--- config.mk ---
export PLATFORM = sky130hd
export DESIGN_NAME = mem_stage_bus_if_flat
export DESIGN_NICKNAME = d
export VERILOG_FILES = /design/src/rtl/mem_stage_bus_if_if.sv /design/src/rtl/mem_stage_bus_if.sv /design/src/flat_wrapper.sv
export SDC_FILE = /design/constraint.sdc
export NUM_CORES = 1
export LEC_CHECK = 0
export ABC_AREA = 1
export ABC_CLOCK_PERIOD_IN_PS = 1400
export CAP_MARGIN = 10
export CORE_ASPECT_RATIO = 1.5
export CORE_MARGIN = 5
export CORE_UTILIZATION = 40
export CTS_BUF_LIST = sky130_fd_sc_hd__clkbuf_8
export DETAILED_ROUTE_END_ITERATION = 12
export GPL_TIMING_DRIVEN = 1
export PLACE_DENSITY = 0.81
export RECOVER_POWER = 50
export SYNTH_ARGS = -nofsm -noshare
export SYNTH_HDL_FRONTEND = slang
export SYNTH_SLANG_ARGS = --single-unit
--- constraint.sdc ---
create_clock -name clk -period 1.4 [get_ports clk]
set_clock_uncertainty 0.15 [all_clocks]
set_input_delay 0.21 -clock clk [delete_from_list [all_inputs] [get_ports clk]]
set_output_delay 0.21 -clock clk [all_outputs]
set_load 0.01 [all_outputs]
--- src/rtl/mem_stage_bus_if_if.sv ---
// -----------------------------------------------------------------------------
// mem_stage_bus_if_if
// Request/acknowledge bus between the MEM-stage bus interface (master) and a
// variable-latency data memory (slave).
//
// Signals:
//   bus_req    master->slave  access request, held until bus_ack is sampled
//   bus_we     master->slave  1 = write, 0 = read
//   bus_addr   master->slave  word-aligned byte address
//   bus_be     master->slave  byte enables, lane i = bits [8i+7:8i]
//   bus_wdata  master->slave  lane-replicated store data
//   bus_ack    slave->master  access complete (only meaningful with bus_req)
//   bus_rdata  slave->master  read data, valid in the bus_ack cycle
// -----------------------------------------------------------------------------
interface mem_stage_bus_if_if;
    logic        bus_req;
    logic        bus_we;
    logic [31:0] bus_addr;
    logic [3:0]  bus_be;
    logic [31:0] bus_wdata;
    logic        bus_ack;
    logic [31:0] bus_rdata;

    modport master (
        output bus_req,
        output bus_we,
        output bus_addr,
        output bus_be,
        output bus_wdata,
        input  bus_ack,
        input  bus_rdata
    );

    modport slave (
        input  bus_req,
        input  bus_we,
        input  bus_addr,
        input  bus_be,
        input  bus_wdata,
        output bus_ack,
        output bus_rdata
    );
endinterface

--- src/rtl/mem_stage_bus_if.sv ---
// -----------------------------------------------------------------------------
// mem_stage_bus_if
// MEM-stage bus interface for the 5-stage MIPS R2000 pipeline. Converts the
// EX_MEM load/store request into a request/acknowledge bus transaction to a
// variable-latency memory, steering store bytes onto lanes, extracting and
// extending load data, flagging misaligned accesses and aborting accesses
// that see no acknowledge within TIMEOUT request cycles. The pipeline is
// stalled from detection until the completing (DONE) cycle.
//
// Parameters:
//   TIMEOUT           max REQ cycles without bus_ack before abort (1..255)
//
// Ports:
//   clk               pipeline clock, rising edge
//   rst               synchronous active-high reset
//   mem_read_in[1:0]  load size  (00 none, 01 byte, 10 half, 11 word)
//   mem_write_in[1:0] store size (same encoding, wins over a load)
//   load_unsigned_in  1 = zero-extend loads, 0 = sign-extend
//   addr_in[31:0]     byte address
//   wdata_in[31:0]    store data
//   stall_out         freezes PC and all pipeline registers
//   rdata_out[31:0]   aligned/extended load data (held until next load)
//   rdata_valid_out   one-cycle pulse in the completing cycle of a load
//   misalign_out      one-cycle pulse on a misaligned half/word access
//   bus_err_out       one-cycle pulse when an access timed out
//   bus               master side of mem_stage_bus_if_if
// -----------------------------------------------------------------------------
module mem_stage_bus_if #(
    parameter int unsigned TIMEOUT = 255
) (
    input  logic               clk,
    input  logic               rst,
    input  logic [1:0]         mem_read_in,
    input  logic [1:0]         mem_write_in,
    input  logic               load_unsigned_in,
    input  logic [31:0]        addr_in,
    input  logic [31:0]        wdata_in,
    output logic               stall_out,
    output logic [31:0]        rdata_out,
    output logic               rdata_valid_out,
    output logic               misalign_out,
    output logic               bus_err_out,
    mem_stage_bus_if_if.master bus
);

    typedef enum logic [1:0] {
        ST_IDLE = 2'd0,
        ST_REQ  = 2'd1,
        ST_DONE = 2'd2
    } state_t;

    localparam logic [1:0] SZ_NONE = 2'b00;
    localparam logic [1:0] SZ_BYTE = 2'b01;
    localparam logic [1:0] SZ_HALF = 2'b10;
    localparam logic [1:0] SZ_WORD = 2'b11;

    // Counter value during the last permitted REQ cycle.
    localparam logic [7:0] TIMEOUT_LAST_C = 8'(TIMEOUT - 32'd1);

    // Byte enables for an access of the given size at the given lane offset.
    function automatic logic [3:0] lane_enables(input logic [1:0] size,
                                                input logic [1:0] lo);
        logic [3:0] be;
        case (size)
            SZ_BYTE: be = 4'b0001 << lo;
            SZ_HALF: be = lo[1] ? 4'b1100 : 4'b0011;
            SZ_WORD: be = 4'b1111;
            default: be = 4'b0000;
        endcase
        return be;
    endfunction

    // Replicate store data so every enabled lane carries the right byte.
    function automatic logic [31:0] store_lanes(input logic [1:0]  size,
                                                input logic [31:0] wdata);
        logic [31:0] d;
        case (size)
            SZ_BYTE: d = {4{wdata[7:0]}};
            SZ_HALF: d = {2{wdata[15:0]}};
            SZ_WORD: d = wdata;
            default: d = 32'h0000_0000;
        endcase
        return d;
    endfunction

    // Pick the addressed byte/half out of the bus word and extend it.
    function automatic logic [31:0] load_extract(input logic [1:0]  size,
                                                 input logic [1:0]  lo,
                                                 input logic        uns,
                                                 input logic [31:0] rdata);
        logic [7:0]  b;
        logic [15:0] h;
        logic [31:0] r;
        case (lo)
            2'd0:    b = rdata[7:0];
            2'd1:    b = rdata[15:8];
            2'd2:    b = rdata[23:16];
            2'd3:    b = rdata[31:24];
            default: b = 8'h00;
        endcase
        h = lo[1] ? rdata[31:16] : rdata[15:0];
        case (size)
            SZ_BYTE: r = uns ? {24'h00_0000, b} : {{24{b[7]}}, b};
            SZ_HALF: r = uns ? {16'h0000, h}    : {{16{h[15]}}, h};
            SZ_WORD: r = rdata;
            default: r = 32'h0000_0000;
        endcase
        return r;
    endfunction

    state_t      state_r;
    state_t      state_nxt_s;

    logic        is_write_s;
    logic [1:0]  size_s;
    logic        access_s;
    logic        misalign_s;
    logic        issue_s;
    logic        timeout_s;

    logic [7:0]  cnt_r;
    logic        bus_we_r;
    logic [31:0] bus_addr_r;
    logic [3:0]  bus_be_r;
    logic [31:0] bus_wdata_r;
    logic [1:0]  ld_size_r;
    logic [1:0]  ld_lo_r;
    logic        ld_unsigned_r;
    logic        is_load_r;
    logic        err_r;
    logic [31:0] rdata_r;

    logic        stall_s;
    logic        req_s;
    logic        valid_s;
    logic        err_s;
    logic        misalign_o_s;

    // Decode the EX_MEM request: a store takes precedence over a load.
    always_comb begin
        is_write_s = (mem_write_in != SZ_NONE);
        if (is_write_s) begin
            size_s = mem_write_in;
        end else begin
            size_s = mem_read_in;
        end
        access_s = (size_s != SZ_NONE);
        case (size_s)
            SZ_HALF: misalign_s = addr_in[0];
            SZ_WORD: misalign_s = (addr_in[1:0] != 2'b00);
            default: misalign_s = 1'b0;
        endcase
        issue_s   = access_s & ~misalign_s;
        timeout_s = (cnt_r == TIMEOUT_LAST_C);
    end

    // State register.
    always_ff @(posedge clk) begin
        if (rst) begin
            state_r <= ST_IDLE;
        end else begin
            state_r <= state_nxt_s;
        end
    end

    // Next-state logic; ack beats a simultaneous timeout.
    always_comb begin
        state_nxt_s = state_r;
        case (state_r)
            ST_IDLE: begin
                if (issue_s) begin
                    state_nxt_s = ST_REQ;
                end else begin
                    state_nxt_s = ST_IDLE;
                end
            end
            ST_REQ: begin
                if (bus.bus_ack || timeout_s) begin
                    state_nxt_s = ST_DONE;
                end else begin
                    state_nxt_s = ST_REQ;
                end
            end
            ST_DONE: state_nxt_s = ST_IDLE;
            default: state_nxt_s = ST_IDLE;
        endcase
    end

    // Output decode. Stall in IDLE is combinational so the pipeline freezes
    // in the very cycle the access is detected.
    always_comb begin
        stall_s      = 1'b0;
        req_s        = 1'b0;
        valid_s      = 1'b0;
        err_s        = 1'b0;
        misalign_o_s = 1'b0;
        if (rst) begin
            stall_s      = 1'b0;
            req_s        = 1'b0;
            valid_s      = 1'b0;
            err_s        = 1'b0;
            misalign_o_s = 1'b0;
        end else begin
            case (state_r)
                ST_IDLE: begin
                    stall_s      = issue_s;
                    misalign_o_s = access_s & misalign_s;
                end
                ST_REQ: begin
                    stall_s = 1'b1;
                    req_s   = 1'b1;
                end
                ST_DONE: begin
                    valid_s = is_load_r;
                    err_s   = err_r;
                end
                default: begin
                    stall_s = 1'b0;
                end
            endcase
        end
    end

    // Datapath: latch the bus request at issue, count wait cycles, capture
    // load data on ack (or force it to zero on timeout).
    always_ff @(posedge clk) begin
        if (rst) begin
            cnt_r         <= 8'd0;
            bus_we_r      <= 1'b0;
            bus_addr_r    <= 32'h0000_0000;
            bus_be_r      <= 4'b0000;
            bus_wdata_r   <= 32'h0000_0000;
            ld_size_r     <= 2'b00;
            ld_lo_r       <= 2'b00;
            ld_unsigned_r <= 1'b0;
            is_load_r     <= 1'b0;
            err_r         <= 1'b0;
            rdata_r       <= 32'h0000_0000;
        end else begin
            case (state_r)
                ST_IDLE: begin
                    if (issue_s) begin
                        cnt_r         <= 8'd0;
                        err_r         <= 1'b0;
                        bus_we_r      <= is_write_s;
                        bus_addr_r    <= {addr_in[31:2], 2'b00};
                        bus_be_r      <= lane_enables(size_s, addr_in[1:0]);
                        bus_wdata_r   <= is_write_s ? store_lanes(size_s, wdata_in)
                                                    : 32'h0000_0000;
                        ld_size_r     <= size_s;
                        ld_lo_r       <= addr_in[1:0];
                        ld_unsigned_r <= load_unsigned_in;
                        is_load_r     <= ~is_write_s;
                    end
                end
                ST_REQ: begin
                    if (bus.bus_ack) begin
                        if (is_load_r) begin
                            rdata_r <= load_extract(ld_size_r, ld_lo_r,
                                                    ld_unsigned_r, bus.bus_rdata);
                        end
                    end else if (timeout_s) begin
                        err_r <= 1'b1;
                        if (is_load_r) begin
                            rdata_r <= 32'h0000_0000;
                        end
                    end else begin
                        cnt_r <= cnt_r + 8'd1;
                    end
                end
                ST_DONE: begin
                    err_r <= 1'b0;
                end
                default: begin
                    err_r <= 1'b0;
                end
            endcase
        end
    end

    assign stall_out       = stall_s;
    assign rdata_out       = rdata_r;
    assign rdata_valid_out = valid_s;
    assign misalign_out    = misalign_o_s;
    assign bus_err_out     = err_s;

    assign bus.bus_req     = req_s;
    assign bus.bus_we      = bus_we_r;
    assign bus.bus_addr    = bus_addr_r;
    assign bus.bus_be      = bus_be_r;
    assign bus.bus_wdata   = bus_wdata_r;

endmodule

--- src/flat_wrapper.sv ---
// flat-port wrapper written by rule: the top's interface ports become plain ports
module mem_stage_bus_if_flat 
#(
    parameter int unsigned TIMEOUT = 255
)
  (clk, rst, mem_read_in, mem_write_in, load_unsigned_in, addr_in, wdata_in, stall_out, rdata_out, rdata_valid_out, misalign_out, bus_err_out, bus_bus_req, bus_bus_we, bus_bus_addr, bus_bus_be, bus_bus_wdata, bus_bus_ack, bus_bus_rdata);
  mem_stage_bus_if_if bus_i ();
  input  logic clk;
  input  logic rst;
  input  logic [1:0] mem_read_in;
  input  logic [1:0] mem_write_in;
  input  logic load_unsigned_in;
  input  logic [31:0] addr_in;
  input  logic [31:0] wdata_in;
  output logic stall_out;
  output logic [31:0] rdata_out;
  output logic rdata_valid_out;
  output logic misalign_out;
  output logic bus_err_out;
  output wire logic [$bits(bus_i.bus_req)-1:0] bus_bus_req;
  output wire logic [$bits(bus_i.bus_we)-1:0] bus_bus_we;
  output wire logic [$bits(bus_i.bus_addr)-1:0] bus_bus_addr;
  output wire logic [$bits(bus_i.bus_be)-1:0] bus_bus_be;
  output wire logic [$bits(bus_i.bus_wdata)-1:0] bus_bus_wdata;
  input wire logic [$bits(bus_i.bus_ack)-1:0] bus_bus_ack;
  input wire logic [$bits(bus_i.bus_rdata)-1:0] bus_bus_rdata;
  assign bus_bus_req = bus_i.bus_req;
  assign bus_bus_we = bus_i.bus_we;
  assign bus_bus_addr = bus_i.bus_addr;
  assign bus_bus_be = bus_i.bus_be;
  assign bus_bus_wdata = bus_i.bus_wdata;
  assign bus_i.bus_ack = bus_bus_ack;
  assign bus_i.bus_rdata = bus_bus_rdata;
  mem_stage_bus_if #(.TIMEOUT(TIMEOUT)) u_core (.clk(clk), .rst(rst), .mem_read_in(mem_read_in), .mem_write_in(mem_write_in), .load_unsigned_in(load_unsigned_in), .addr_in(addr_in), .wdata_in(wdata_in), .stall_out(stall_out), .rdata_out(rdata_out), .rdata_valid_out(rdata_valid_out), .misalign_out(misalign_out), .bus_err_out(bus_err_out), .bus(bus_i));
endmodule
==> results by stage <==
Route:
- The DRC violations left is 0.
- After detailed routing, the average wire length per cell comes to 18.31 µm.
- For this block, the initial DRC count from the detailed router was 499.
- The pre-antenna-repair detailed-routing pass consisted of 7 iterations.
- The final layout contains routed wiring with a total length of 25.48 mm.
- Detailed routing inserted a total of 7,346 vias.
- The average via count per standard cell is 5.277.
- The count of nets left with antenna violations after detail routing is 0.

STA:
- The number of hold violations in the final report is 0.
- The smallest hold slack is 0.1781 ns.
- The share of the cycle needed by the critical path after routing is 128.6%.
- The post-layout minimum cycle time is 1.800 ns.
- The number of pins exceeding their max-slew limit in the final report is 0.
- The count of endpoints failing setup in the final report is 121.
- The peak clock frequency supported by timing is 0.5554 GHz.
- Setup repair after global routing could not meet its margin everywhere.
- The worst-case setup margin in the final layout is -0.4004 ns.

Floorplan:
- The floorplan has 53 rows.
- The x dimension of the die is 107.3 µm.
- Measured along the y axis, the die boundary spans 156.0 µm.
- The die area is 16,750 µm².
- The core footprint is 13,990 µm².
- During I/O placement, the number of pins put on the boundary was 210.
- Once the floorplan was initialized, standard cells occupied 40.63% of the core.

GRT:
- The via count of the first global-routing pass was 6,974.
- The maximum number of pins on one net before global-route repair is 74.
- After global routing the overflow that remains totals 0.
- The initial antenna violation count is 0.
- Global routing used 26.92% of the available tracks.
- The wire length of the first global-routing pass is 35.25 mm.

Setup path:
- STA puts the critical path data arrival time at 2.04 ns.
- The cell depth of the worst flop-to-flop path is 10.
- The critical register-to-register path startpoint is u_core.state_r[1].
- The largest individual stage delay along the critical path comes from the cell sky130_fd_sc_hd__dfxtp_2.
- The timing endpoint of the critical path is u_core.bus.bus_wdata[30].
- Tracing the worst setup path back leads to its startpoint at u_core.state_r[1].
- In this design, the stage delay of the slowest critical-path cell is 0.35 ns.
- Across all register-to-register paths, the minimum setup slack is -0.40 ns.
- The kind of critical path is reg2reg.
- The worst endpoint required time is 1.64 ns.
- The kind of end point of the critical path is a flop.
- The largest fanout on the critical path is 8.
- Traced cell by cell, the critical path runs through nor2_4 -> nand4_4 -> buf_6 -> buf_12 -> buf_8 -> nor2_4 -> buf_6 -> buf_16 -> nand3_1 -> nand2_1.
- The capture instance of the worst register-to-register path is u_core.bus.bus_wdata[30].
- The kind of launch point of the worst setup path is a flop.

Power:
- For this design the static power due to leakage is 4.753 nW.
- The total power per unit cell area is 964.4 nW/µm².
- VDD sags by at most 0.7101 mV.

Logic synthesis:
- The biggest area consumer among synthesized cells is sky130_fd_sc_hd__dfxtp_1.
- The cell count after synthesis came out at 868.
- In the synthesized netlist the dominant register cell turns out to be sky130_fd_sc_hd__dfxtp_1.
- A synthesized cell averages 6.550 µm².
- The cell area that synthesis handed to floorplanning was 5685 µm².
- The number of library cell types mapped by synthesis is 36.
- In the post-synthesis netlist, the biggest area contributors are sky130_fd_sc_hd__dfxtp_1 (41%), sky130_fd_sc_hd__nand2_1 (24%), sky130_fd_sc_hd__a21oi_1 (7.7%), sky130_fd_sc_hd__nand3_1 (4.0%), sky130_fd_sc_hd__inv_1 (4.0%).
- The top cell type by area accounts for 40.85% of the synthesized area.
- The number of synthesized flops with an enable pin is 0.
- Sequential elements use 40.85% of the synthesized area.
- The post-synthesis register bit count is 116.
- During synthesis, Yosys emitted a total of 0 warnings.
- The fraction of registers with async set/reset is 0%.

Cells and area:
- The area taken by multi-input logic gates is 3944 µm².
- The final-stage net count is 1,294.
- The count of filler cells inserted in the layout is 929.
- Relative to the synthesized area, the layout overhead comes to 85.72%.
- Cells with a size suffix above 1 make up 43.50% of the layout.
- The repair_antennas step left the layout with diodes totalling 0.
- Summing all flip-flop and latch instances after layout gives 2376 µm².
- Once layout is done, the placed cells without fillers occupy 10,560 µm².

Run:
- The max-cap violation count is 0.

Placed design:
- The total cell area at the placement stage is 8632 µm².
- At the end of routability-driven placement, the weighted congestion stood at 0.9945.
- The count of buffers added on input and output ports is 207.
- Once detailed placement completed, the half-perimeter wirelength came to 15.07 mm.

Outcome:
- The final reports fail on setup timing.
- The flow ran to the end, but the final reports show violations.

Clocking:
- The maximum clock path buffer count is 2.
- The cell at the root of the clock tree is sky130_fd_sc_hd__clkbuf_8.
- In this run the number of H-tree levels came out at 4.
- TritonCTS built the clock tree.
- The clock insertion delay at the later pin of the skew report is 0.44 ns.
- The clock transition time at the flip-flop clock pins of the worst setup and hold paths is 0.08 ns.
- The total CTS buffers is 17.
- The clock drives 116 sinks.

Min path:
- The worst hold path passes through 3 cells.
- The tightest min-delay check is of the in2reg type.
## worst min-delay path by stage
| stage | startpoint | end | slack, ns |
|---|---|---|---|
| finish | addr_in[18] | u_core.bus.bus_addr[18] | 0.18 |
| global route | addr_in[2] | u_core.bus.bus_addr[2] | 0.16 |
| CTS | addr_in[26] | u_core.bus.bus_addr[26] | 0.15 |
| detailed placement | u_core.bus.bus_wdata[3] | u_core.bus.bus_wdata[3] | 0.28 |
| global placement | u_core.bus.bus_wdata[3] | u_core.bus.bus_wdata[3] | 0.28 |
| floorplan | addr_in[21] | u_core.bus.bus_addr[21] | 0.20 |
## state kept, by name, indices dropped and copies added (netlist names)
name,flops
u_core.state_r,2
u_core.ld_lo_r,2
u_core.err_r,1
u_core.bus.bus_wdata,32
u_core.ld_size_r,2
u_core.bus.bus_addr,30
u_core.is_load_r,1
u_core.bus.bus_be,4
u_core.ld_unsigned_r,1
u_core.bus.bus_we,1
u_core.rdata_out,32
u_core.cnt_r,8
## stage by stage
stage | instances | util (%) | setup TNS [ns] | total power [mW] | setup WS, ns
after CTS | 1384 | 72.23 | -29.18 | 9.843 | -0.3625
after global routing | 1392 | 75.46 | -41.72 | 10.56 | -0.4792
after global placement | 1311 | 61.69 | -70.41 | 5.838 | -0.7932
after floorplan | 869 | - | -0.5201 | 4.685 | -0.01737
after detailed placement | 1311 | 61.69 | -74.82 | 5.876 | -0.8729
final | 1392 | 75.46 | -36.57 | 10.18 | -0.4004
## placed cells by master (no fill, tap or decap), types with 4 or more instances in the layout
| cell type | count |
|---|---|
| sky130_fd_sc_hd__dfxtp_1 | 77 |
| sky130_fd_sc_hd__o211ai_1 | 6 |
| sky130_fd_sc_hd__nand2_2 | 57 |
| sky130_fd_sc_hd__nand3_1 | 29 |
| sky130_fd_sc_hd__nand2_4 | 55 |
| sky130_fd_sc_hd__a22oi_1 | 10 |
| sky130_fd_sc_hd__buf_2 | 39 |
| sky130_fd_sc_hd__nor2_4 | 7 |
| sky130_fd_sc_hd__nand2_1 | 248 |
| sky130_fd_sc_hd__buf_16 | 12 |
| sky130_fd_sc_hd__dfxtp_2 | 37 |
| sky130_fd_sc_hd__clkbuf_2 | 17 |
| sky130_fd_sc_hd__inv_1 | 57 |
| sky130_fd_sc_hd__buf_4 | 88 |
| sky130_fd_sc_hd__o21ai_0 | 30 |
| sky130_fd_sc_hd__buf_6 | 21 |
| sky130_fd_sc_hd__a21oi_2 | 63 |
| sky130_fd_sc_hd__o21ai_1 | 6 |
| sky130_fd_sc_hd__inv_2 | 6 |
| sky130_fd_sc_hd__inv_6 | 5 |
| sky130_fd_sc_hd__clkbuf_1 | 36 |
| sky130_fd_sc_hd__clkbuf_8 | 18 |
| sky130_fd_sc_hd__buf_12 | 16 |
| sky130_fd_sc_hd__clkdlybuf4s15_2 | 11 |
| sky130_fd_sc_hd__clkdlybuf4s50_1 | 98 |
| sky130_fd_sc_hd__o21ai_2 | 4 |
| sky130_fd_sc_hd__buf_8 | 5 |
| sky130_fd_sc_hd__nand3_2 | 17 |
| sky130_fd_sc_hd__nor2_1 | 36 |
| sky130_fd_sc_hd__a21oi_1 | 25 |
| sky130_fd_sc_hd__dlygate4sd2_1 | 4 |
| sky130_fd_sc_hd__nand3_4 | 4 |
## cell families after synthesis
kind of cell | share of synthesized area, %
AND/OR/NAND/NOR | 33.91
adder cells (fa/ha/maj) | 0.4401
buffers and inverters | 9.331
XOR/XNOR | 0.3082
AO/OA/AOI/OAI | 15.10
other | 0.06596
flip-flops | 40.85
## power by group
group          switching (mW)  internal (mW)
Clock                    1.55           1.82
Combinational            1.64           1.55
Sequential              0.126           3.50
## critical path: cells and delay by family, from the launching register on
family	cells	cell delay (ns)
AND/OR/NAND/NOR	5	0.54
buffers and inverters	5	0.69
flip-flops	1	0.35
## repair_timing
item / 4_1_cts / 5_1_grt
setup endpoints to repair: 219 / 203
hold endpoints to repair: 1 / 0
pin swaps: 37 / 78
buffers inserted: 30 / 7
hold buffers: 1 / 0
resized for setup: 457 / 333
gates cloned: 13 / 5
## final cells by class
cell class | instances | share of cell area [%]
Multi-Input combinational cell | 634 | 37.35
Timing Repair Buffer | 352 | 31.21
Clock inverter | 13 | 1.623
Inverter | 67 | 2.690
Tap cell | 192 | 2.275
Sequential cell | 116 | 22.50
Clock buffer | 18 | 2.346
## per-layer routing
layer  share of wire [%]  GRT usage (%)  vias to the layer above  wire (µm)
met3                 8.4          7.909                      129       2135
met4                 6.7          15.04                        0       1702
met5                   0              0                        -          0
li1                    -              -                     3420          -
met1                  33          27.10                     3375       8414
met2                  52          49.00                      422      13230
## synth_stat cells (2+ instances only)
master	instances
sky130_fd_sc_hd__buf_4	7
sky130_fd_sc_hd__buf_6	4
sky130_fd_sc_hd__nand4_1	2
sky130_fd_sc_hd__nand2_1	360
sky130_fd_sc_hd__ha_1	2
sky130_fd_sc_hd__buf_2	22
sky130_fd_sc_hd__o31ai_1	3
sky130_fd_sc_hd__nand3_2	4
sky130_fd_sc_hd__o21ai_0	41
sky130_fd_sc_hd__nor3_1	3
sky130_fd_sc_hd__a21o_1	2
sky130_fd_sc_hd__inv_2	6
sky130_fd_sc_hd__a22oi_1	12
sky130_fd_sc_hd__inv_1	61
sky130_fd_sc_hd__o21a_1	2
sky130_fd_sc_hd__o211ai_1	6
sky130_fd_sc_hd__clkbuf_1	19
sky130_fd_sc_hd__nor2_1	44
sky130_fd_sc_hd__a21oi_1	88
sky130_fd_sc_hd__nand2_2	3
sky130_fd_sc_hd__dfxtp_1	116
sky130_fd_sc_hd__nand3_1	46
sky130_fd_sc_hd__nand4_2	2
Power figures use the tool's default switching activity.
